## src/rtl/router_rx_port.sv

```systemverilog
// -----------------------------------------------------------------------------
// router_rx_port
//
// Per-port serial receiver on the router input side. Deserialises the
// frame_n/valid_n/din protocol into tagged entries {sof, eof, data} and
// buffers them in a show-ahead FIFO for the crossbar arbiter.
//
// Frame format: frame_n_i falls and the same cycle carries address bit 0;
// ADDR_W address bits LSB-first (one per cycle), PAD_CYCLES pad cycles with
// valid_n_i high, then payload bits LSB-first qualified by valid_n_i=0. The
// last payload bit is the one sampled with frame_n_i=1.
//
// Ports:
//   clk        port clock, rising edge
//   rst        asynchronous active-high reset
//   din_i      serial data bit
//   frame_n_i  active-low frame envelope
//   valid_n_i  active-low payload bit qualifier
//   busy_n_o   active-low back-pressure (registered, count >= FIFO_DEPTH-1)
//   rd_en_i    pop the head entry (ignored when empty)
//   rd_data_o  head entry {sof, eof, data}; valid when empty_o=0, else 0
//   empty_o    FIFO empty
//   err_o      one-cycle pulse on protocol error
//   ovf_o      sticky overflow flag, cleared only by rst
//
// Optional build macro RX_STATS_EN adds:
//   pkt_cnt_o[15:0]  packets completed with an eof entry (wraps)
//   err_cnt_o[7:0]   err_o pulses (saturates at 255)
//
// Parameter assumptions: 2 <= ADDR_W <= DATA_W, PAD_CYCLES >= 1,
// FIFO_DEPTH a power of two >= 4, all phase lengths below 256.
// -----------------------------------------------------------------------------
module router_rx_port #(
    parameter int ADDR_W     = 4,
    parameter int PAD_CYCLES = 5,
    parameter int FIFO_DEPTH = 16,
    parameter int DATA_W     = 8
) (
    input  logic              clk,
    input  logic              rst,
    input  logic              din_i,
    input  logic              frame_n_i,
    input  logic              valid_n_i,
    output logic              busy_n_o,
    input  logic              rd_en_i,
    output logic [DATA_W+1:0] rd_data_o,
    output logic              empty_o,
    output logic              err_o,
    output logic              ovf_o
`ifdef RX_STATS_EN
    ,
    output logic [15:0]       pkt_cnt_o,
    output logic [7:0]        err_cnt_o
`endif
);

    localparam int ENTRY_W = DATA_W + 2;
    localparam int PTR_W   = $clog2(FIFO_DEPTH);
    localparam int CNT_W   = PTR_W + 1;

    typedef enum logic [2:0] {
        S_IDLE,
        S_ADDR,
        S_PAD,
        S_PAYLOAD,
        S_DROP
    } state_t;

    state_t               state_reg, state_next;
    // Shared phase counter: address bits, pad cycles or payload bits.
    logic [7:0]           cnt_reg, cnt_next;
    logic [ADDR_W-1:0]    addr_reg, addr_next, addr_shift;
    logic [DATA_W-1:0]    data_reg, data_next, data_shift;
    logic [DATA_W-1:0]    addr_ext;

    logic                 push;
    logic [ENTRY_W-1:0]   push_entry;
    logic                 err_det;
    logic                 ovf_det;

    logic                 err_reg;
    logic                 ovf_reg;
    logic                 busy_n_reg;

    logic [ENTRY_W-1:0]   mem [FIFO_DEPTH];
    logic [PTR_W-1:0]     wr_ptr_reg, rd_ptr_reg;
    logic [CNT_W-1:0]     count_reg, count_next;
    logic                 pop;
    logic                 can_push;

    // A push into a full FIFO is only accepted when a pop frees a slot in
    // the same cycle (full implies non-empty, so rd_en_i alone is enough).
    assign pop      = rd_en_i && (count_reg != '0);
    assign can_push = (count_reg != CNT_W'(FIFO_DEPTH)) || pop;

    // LSB-first: new bit enters at the top, so after W shifts the first bit
    // sits at bit 0.
    assign addr_shift = {din_i, addr_reg[ADDR_W-1:1]};
    assign data_shift = {din_i, data_reg[DATA_W-1:1]};

    always_comb begin
        addr_ext               = '0;
        addr_ext[ADDR_W-1:0]   = addr_shift;
    end

    // -------------------------------------------------------------------------
    // Receive FSM: next state and push/error decode
    // -------------------------------------------------------------------------
    always_comb begin
        state_next = state_reg;
        cnt_next   = cnt_reg;
        addr_next  = addr_reg;
        data_next  = data_reg;
        push       = 1'b0;
        push_entry = '0;
        err_det    = 1'b0;
        ovf_det    = 1'b0;

        case (state_reg)
            S_IDLE: begin
                // The start cycle already carries address bit 0.
                if (!frame_n_i) begin
                    addr_next  = addr_shift;
                    cnt_next   = 8'd1;
                    state_next = S_ADDR;
                end
            end

            S_ADDR: begin
                if (frame_n_i) begin
                    err_det    = 1'b1;
                    cnt_next   = '0;
                    state_next = S_IDLE;
                end else begin
                    addr_next = addr_shift;
                    if (cnt_reg == 8'(ADDR_W - 1)) begin
                        cnt_next   = '0;
                        push_entry = {2'b10, addr_ext};
                        if (can_push) begin
                            push       = 1'b1;
                            state_next = S_PAD;
                        end else begin
                            ovf_det    = 1'b1;
                            state_next = S_DROP;
                        end
                    end else begin
                        cnt_next = cnt_reg + 8'd1;
                    end
                end
            end

            S_PAD: begin
                if (frame_n_i || !valid_n_i) begin
                    err_det    = 1'b1;
                    cnt_next   = '0;
                    state_next = S_IDLE;
                end else if (cnt_reg == 8'(PAD_CYCLES - 1)) begin
                    cnt_next   = '0;
                    state_next = S_PAYLOAD;
                end else begin
                    cnt_next = cnt_reg + 8'd1;
                end
            end

            S_PAYLOAD: begin
                if (!valid_n_i) begin
                    data_next = data_shift;
                    if (cnt_reg == 8'(DATA_W - 1)) begin
                        cnt_next   = '0;
                        push_entry = {1'b0, frame_n_i, data_shift};
                        if (can_push) begin
                            push = 1'b1;
                            if (frame_n_i) begin
                                state_next = S_IDLE;
                            end
                        end else begin
                            // Frame end sampled in this same cycle already
                            // satisfies the drop exit, so skip DROP then.
                            ovf_det    = 1'b1;
                            state_next = frame_n_i ? S_IDLE : S_DROP;
                        end
                    end else if (frame_n_i) begin
                        // Short final byte: discard the partial bits.
                        err_det    = 1'b1;
                        cnt_next   = '0;
                        state_next = S_IDLE;
                    end else begin
                        cnt_next = cnt_reg + 8'd1;
                    end
                end else if (frame_n_i) begin
                    // Frame closed without a qualified last bit.
                    err_det    = 1'b1;
                    cnt_next   = '0;
                    state_next = S_IDLE;
                end
            end

            S_DROP: begin
                cnt_next = '0;
                if (frame_n_i) begin
                    state_next = S_IDLE;
                end
            end

            default: begin
                cnt_next   = '0;
                state_next = S_IDLE;
            end
        endcase
    end

    always_comb begin
        count_next = count_reg;
        case ({push, pop})
            2'b10:   count_next = count_reg + CNT_W'(1);
            2'b01:   count_next = count_reg - CNT_W'(1);
            default: count_next = count_reg;
        endcase
    end

    // -------------------------------------------------------------------------
    // State, pointers and flags
    // -------------------------------------------------------------------------
    always_ff @(posedge clk or posedge rst) begin
        if (rst) begin
            state_reg  <= S_IDLE;
            cnt_reg    <= '0;
            addr_reg   <= '0;
            data_reg   <= '0;
            err_reg    <= 1'b0;
            ovf_reg    <= 1'b0;
            busy_n_reg <= 1'b1;
            wr_ptr_reg <= '0;
            rd_ptr_reg <= '0;
            count_reg  <= '0;
        end else begin
            state_reg  <= state_next;
            cnt_reg    <= cnt_next;
            addr_reg   <= addr_next;
            data_reg   <= data_next;
            err_reg    <= err_det;
            ovf_reg    <= ovf_reg | ovf_det;
            // Registered from the current count, so it lags the count by
            // one cycle.
            busy_n_reg <= !(count_reg >= CNT_W'(FIFO_DEPTH - 1));
            if (push) begin
                wr_ptr_reg <= wr_ptr_reg + PTR_W'(1);
            end
            if (pop) begin
                rd_ptr_reg <= rd_ptr_reg + PTR_W'(1);
            end
            count_reg  <= count_next;
        end
    end

    // Storage array without reset so it maps onto distributed/block RAM.
    always_ff @(posedge clk) begin
        if (push) begin
            mem[wr_ptr_reg] <= push_entry;
        end
    end

    // Show-ahead head; forced to zero when empty so reset reads back 0.
    assign rd_data_o = (count_reg == '0) ? '0 : mem[rd_ptr_reg];
    assign empty_o   = (count_reg == '0);
    assign err_o     = err_reg;
    assign ovf_o     = ovf_reg;
    assign busy_n_o  = busy_n_reg;

`ifdef RX_STATS_EN
    logic [15:0] pkt_cnt_reg;
    logic [7:0]  err_cnt_reg;

    always_ff @(posedge clk or posedge rst) begin
        if (rst) begin
            pkt_cnt_reg <= '0;
            err_cnt_reg <= '0;
        end else begin
            // eof sits just above the data field.
            if (push && push_entry[DATA_W]) begin
                pkt_cnt_reg <= pkt_cnt_reg + 16'd1;
            end
            if (err_det && (err_cnt_reg != 8'hFF)) begin
                err_cnt_reg <= err_cnt_reg + 8'd1;
            end
        end
    end

    assign pkt_cnt_o = pkt_cnt_reg;
    assign err_cnt_o = err_cnt_reg;
`endif

endmodule
```

## config.mk

```make
export PLATFORM = sky130hd
export DESIGN_NAME = router_rx_port
export DESIGN_NICKNAME = d
export VERILOG_FILES = /design/src/rtl/router_rx_port.sv
export SDC_FILE = /design/constraint.sdc
export NUM_CORES = 1
export LEC_CHECK = 0
export ABC_AREA = 1
export CAP_MARGIN = 15
export CORE_ASPECT_RATIO = 0.6
export CORE_UTILIZATION = 45
export CTS_CLUSTER_DIAMETER = 80
export DETAILED_ROUTE_END_ITERATION = 8
export PLACE_DENSITY_LB_ADDON = 0.25
export SLEW_MARGIN = 20
export SYNTH_ARGS = -nofsm -noshare
export SYNTH_HDL_FRONTEND = slang
export SYNTH_SLANG_ARGS = --single-unit
```

## constraint.sdc

```tcl
create_clock -name clk -period 2.65 [get_ports clk]
set_clock_uncertainty 0.05 [all_clocks]
set_input_delay 0.3975 -clock clk [delete_from_list [all_inputs] [get_ports clk]]
set_output_delay 0.3975 -clock clk [all_outputs]
set_load 0.05 [all_outputs]
```

# After elaboration in Yosys (flattened, before gate mapping)
# Memory sizes are Yosys's and may differ from the RTL's.
# Index checks and enable logic that the tools add are counted.
[classes]
reduce_logical = 14
eq_ne = 14
n_addsub = 5
magnitude_cmp = 1
bitwise = 3
n_mux = 48
[ops]
columns = ["op", "n"]
rows = [
  ["8-bit 2-to-1 mux", 9],
  ["3-bit 2-to-1 mux", 11],
  ["8-bit one-hot mux with 4 select lines", 1],
  ["10-bit 2-to-1 mux", 3],
  ["10-bit one-hot mux with 2 select lines", 1],
  ["9-bit 2-to-1 mux", 2],
  ["8-bit by 3-bit equality test with 1-bit output (second input constant)", 2],
  ["1-bit 2-to-1 mux", 16],
  ["3-bit one-hot mux with 5 select lines", 1],
  ["5-bit one-hot mux with 2 select lines", 1],
  ["3-bit != test (second input constant)", 3],
  ["4-bit by 1-bit adder with 4-bit output (second input constant)", 2],
  ["8-bit by 1-bit adder with 8-bit output (second input constant)", 1],
  ["8-bit by 2-bit equality test with 1-bit output (second input constant)", 1],
  ["3-bit by 2-bit equality test with 1-bit output (second input constant)", 2],
  ["2-bit AND reduction", 3],
  ["5-bit by 1-bit adder with 5-bit output (second input constant)", 1],
  ["5-bit by 4-bit >= comparator with 1-bit output (second input constant)", 1],
  ["5-bit zero test", 1],
  ["5-bit != test (second input constant)", 1],
  ["5-bit nonzero test", 1],
  ["5-bit by 1-bit subtractor with 5-bit output (second input constant)", 1],
  ["1-bit one-hot mux with 2 select lines", 2],
  ["3-bit by 1-bit equality test with 1-bit output (second input constant)", 1],
  ["other kinds (14)", 17],
]
[word_totals]
input_bits = 6
out_inout_bits = 14
mem_count = 1
elab_cells = 96
mem_bits_rw = 160
ff_bits = 39
[mem_list]
columns = ["name", "words", "word_bits", "rd", "rd_clocked_by_memory_dff", "wr", "line", "source"]
rows = [
  ["mem", 16, 10, 1, 0, 1, "85", "logic [ENTRY_W-1:0] mem [FIFO_DEPTH];"],
]

# Longest topological paths before layout
[logic_depth]
word_depth = 9
mapped_depth = 19
mapped_depth_nobuf = 18

# Least setup slack after synthesis
# Ideal clock, no wire load.
[synth_timing]
path_kind = "register to register"
startpoint = "register cnt_reg[0]"
endpoint = "register count_reg[4]"
setup_ns = 0.117
arrival_time_ns = 2.388
setup_slack_ns = 0.095
period_less_slack_ns = 2.555
required_time_ns = 2.483
path_stages_with_launch = 19
path_buffers = 1
cell_sequence = "dfrtp_1 > ha_1 > nand3_2 > nor2_4 > nand2_4 > nand2_4 > nand2_4 > buf_6 > ha_1 > xor2_1 > ha_1 > a21oi_1 > nor2_1 > nand2_1 > nand2_1 > nand2_1 > nand2_1 > nand2_1 > nand2_1"
[synth_via]
elab_chain_cells = 6
word_cells_on_any_way = 11
classes_between = "eq/ne (4); mux (6); reduce/logical (1)"
[synth_rtl]
columns = ["element", "line", "source"]
rows = [
  ["start, declared", "71", "logic [7:0] cnt_reg, cnt_next;"],
  ["start signal, assigned", "238", "cnt_reg <= cnt_next;"],
  ["8-bit by 3-bit equality test with 1-bit output or 8-bit by 2-bit equality test with 1-bit output (tied branches)", "168, 136", ""],
  ["1-bit 2-to-1 mux (on tied branches)", "168, 136", ""],
  ["1-bit 2-to-1 mux (on tied branches)", "166, 130", ""],
  ["1-bit one-hot mux with 2 select lines *", "119", "case (state_reg)"],
  ["2-bit by 1-bit equality test with 1-bit output or 2-bit equality test (tied branches)", "214", "case ({push, pop})"],
  ["5-bit one-hot mux with 2 select lines or 2-bit nonzero test (tied branches)", "--", ""],
  ["end signal, assigned", "252", "count_reg <= count_next;"],
  ["end, declared", "87", "logic [CNT_W-1:0] count_reg, count_next;"],
]
# Every way passes the cells marked *; elsewhere a longest branch is shown, timed or not.
# A chain may end at the register's enable or synchronous reset.

# Final worst setup path
[layout_timing]
startpoint = "register rd_ptr_reg[1]"
endpoint = "output port rd_data_o[7]"
[layout_via]
elab_chain_cells = 2
[layout_rtl]
columns = ["element", "line", "source"]
rows = [
  ["start, declared", "86", "logic [PTR_W-1:0] wr_ptr_reg, rd_ptr_reg;"],
  ["start signal, assigned", "250", "rd_ptr_reg <= rd_ptr_reg + PTR_W'(1);"],
  ["memory 16 x 10 bit", "--", ""],
  ["10-bit 2-to-1 mux", "264", "assign rd_data_o = (count_reg == '0) ? '0 : mem[rd_ptr_reg];"],
  ["end, declared", "46", "output logic [DATA_W+1:0] rd_data_o,"],
]
# Every way passes these cells.

==> flow_summary.toml <==
[placed_design]
dp_slack_ns = 0.01713
gp_congestion = 0.8321
port-buffer-count = 19
dp.final_hpwl_mm = 13.44

[synth]
syn_area_per_cell_um2 = 10.26
synth-edff-count = 160
synthAdderAreaFrac_pct = 1.433
synth_simple_gate_area_share_pct = 24.95
ys.flop_type = "edfxtp_1"
yosysMostFrequentCell = "nand2_1"
yosysTopAreaCell = "edfxtp_1"
synthArstFlopShare_pct = 18.78
yosys_register_bits = 197
synth_xor_area_share_pct = 1.103
synthTopCellsByCount = "nand2_1 (288), edfxtp_1 (160), nand3_1 (147), inv_1 (51), dfrtp_1 (36)"
synthesis.instances = 851
yosysSeqAreaShare_pct = 65.64
synth_nets = 867
synth.mux.area_fraction_pct = 0
ys_types = 33
synth.cell_area_um2 = 8732
synth_warnings = 0
synth_compound_area_share_pct = 2.465
synth_top_family_by_area = "simple AND/OR/NAND/NOR gates"
synth_top_area_share_pct = 55.02
synth.area.top_cells = "edfxtp_1 (55%), nand2_1 (12%), dfrtp_1 (10%), nand3_1 (8.4%), inv_1 (2.2%)"

[routing]
vias = 6139
dr_wl_met3_mm = 1.285
top_layer = "met4"
wl_per_cell_um = 17.67
met2_length_mm = 8.603
drc = 0
drt_iter0_markers = 741
antenna_left = 0
vias_per_cell = 5.270
m1WireLength_mm = 10.55
drtPass1Iterations = 7
totalWireLength_mm = 20.59

[timing]
max_freq_mhz = 394.6
setup_viol = 0
max-slew-margin-rel_pct = 51.32
finalCritPeriodShare_pct = 95.63
finalSetupTns_ns = 0
hold_viol_final = 0
fin_crit_ns = 2.534
layout_setup_ws_ns = 0.1158
final-max-slew-violation-count = 0
tightestPinTransition_ns = 0.7294
rsz0062_at_grt = "yes"

[clock_network]
cts_buffers = 17
htreeDepth = 4
worst_skew_pair.late_latency_ns = 0.45
postCtsHoldBufs = 0
clock-sinks = 197
cts_tree = "built"
cts-root-buf = "clkbuf_16"
clock_path_buffers = 2
path_clk_slew_ns = 0.08

[setup_path]
crit_fanout = 21
worstPathRequired_ns = 2.20
startpoint_type = "register"
crit_family = "buffers and inverters"
path_class = "reg -> out"
crit_path_max_incr_delay_ns = 0.40
r2r-end = "count_reg[4]"
worstPathCellList = "inv_1 > buf_4 > buf_4 > nand3_1 > nand3_1 > nand2_1 > nand2_1 > a21oi_2 > buf_12"
reg2reg_from = "cnt_reg[5]"
end_kind = "output port"
rr_worst_depth = 17
critPathSlowestCell = "dfrtp_1"
arrival_ns = 2.09
crit_buf_inv = 4
r2r_slack_ns = 0.20

[run_status]
status = "complete, no violations"

[global_routing]
grt-ovfl-total = 0
grt_use_total_pct = 22.20
grt_max_degree = 58
antenna_found_initial = 0
grt_pass1_wl_mm = 32.50
grt_pass1_vias = 5686

[cells_and_area]
largest_reg_flops = 160
n_antenna_cell = 0
fill_cells = 1633
syn2layout_area_growth_pct = 18.35
multi_input_area_um2 = 2713
final_nets = 922
final-seq-area_um2 = 5733
post_route_cells_drive_above_1_share_pct = 16.10

[floorplanning]
io_pins = 20
die_h_um = 109.9
die-area_um2 = 19980
num_rows = 39
start_util_pct = 45.88
core_um2 = 19030
die_x_um = 181.8

[flow_run]
max_cap_violations = 0

[power_and_ir_drop]
power_density_nw_per_um2 = 1103
power_leakage_nw = 4.119
ir_drop_v = 0.0005519

[min_path]
hp-class = "in -> async"
-- layer usage --
layer	up-vias	track usage [%]
li1	2987	-
met1	2951	34.95
met3	14	5.234
met2	187	30.66
met4	0	4.722
met5	-	0
-- what timing repair did --
action,CTS,global route
endpoints found under the hold margin,0,0
cloned,0,1
setup endpoints to repair,10,12
buffers inserted,0,0
resized for setup,6,17
-- cells in the final DEF (no fill, tap or decap), types with 3 or more instances in the layout --
master / n
inv_6: 4
buf_12: 13
nand2_2: 3
clkbuf_16: 18
nor3_2: 6
clkdlybuf4s50_1: 8
nor3_1: 12
o21ai_0: 16
a21oi_2: 10
nor2_1: 20
clkinv_4: 5
nand4_1: 4
edfxtp_1: 160
buf_4: 50
dfrtp_1: 35
nor2_2: 6
xor2_1: 9
nand3_1: 147
nand2_4: 4
a21oi_1: 5
nand2_1: 288
ha_1: 9
inv_2: 6
inv_1: 50
-- cell families after synthesis --
family	after synthesis
buf+inv	96
flops	197
compound gates	40
simple gates	497
fa+ha+maj	10
xor+xnor	11
-- worst reg2reg max path, stage by stage, from the launching register on --
cell     delay, ns
dfrtp_1       0.41
nor2_1        0.14
nand3_1       0.17
nor2_2        0.18
nand2_2       0.11
nand2_4       0.11
nand2_4       0.05
ha_1          0.21
xor2_1        0.16
ha_1          0.20
a21oi_2       0.13
nor2_1        0.08
nand2_1       0.09
nand2_1       0.06
nand2_1       0.05
nand2_1       0.04
nand2_1       0.05
nand2_1       0.05
-- metrics by stage --
| step | area, µm² | power (mW) | instances | hold slack [ns] | utilization (%) |
|---|---|---|---|---|---|
| 4_1_cts | 10230 | 11.25 | 1164 | 0.2342 | 53.75 |
| 2_1_floorplan | 8732 | 6.773 | 851 | 0.4000 | - |
| 6_report | 10330 | 11.40 | 1165 | 0.2348 | 54.31 |
| 3_3_place_gp | 9608 | 8.586 | 1132 | 0.4012 | 50.49 |
| 5_1_grt | 10330 | 12.11 | 1165 | 0.2496 | 54.31 |
| 3_5_place_dp | 9614 | 8.599 | 1132 | 0.4050 | 50.52 |
-- how the worst max path moves through the flow --
stage	end	depth (start not counted)	slack, ns	from
after global placement	count_reg[4]	18	0.03	valid_n_i
after detailed placement	count_reg[4]	18	0.02	valid_n_i
after CTS	rd_data_o[8]	9	0.006	rd_ptr_reg[0]
after global routing	rd_data_o[7]	9	-0.01	rd_ptr_reg[0]
after floorplan	count_reg[4]	18	0.1	cnt_reg[0]
final	rd_data_o[7]	9	0.12	rd_ptr_reg[1]
-- report_power, final --
group / total (mW) / internal (mW) / switching [mW]
clock: 2.60 / 1.34 / 1.26
combinational: 5.09 / 1.91 / 3.18
sequential: 3.71 / 3.52 / 0.188
total: 11.4 / 6.77 / 4.63
-- final cells by class --
| class | count | share of cell area, % |
|---|---|---|
| clock buffers | 17 | 4.116 |
| clock inverters | 15 | 1.622 |
| inverters | 59 | 2.252 |
| multi-input cells | 558 | 26.25 |
| flip-flops and latches | 197 | 55.47 |
| well taps | 246 | 2.978 |
| repair buffers | 73 | 7.312 |
Note: power is estimated with default switching activity, not from simulation.
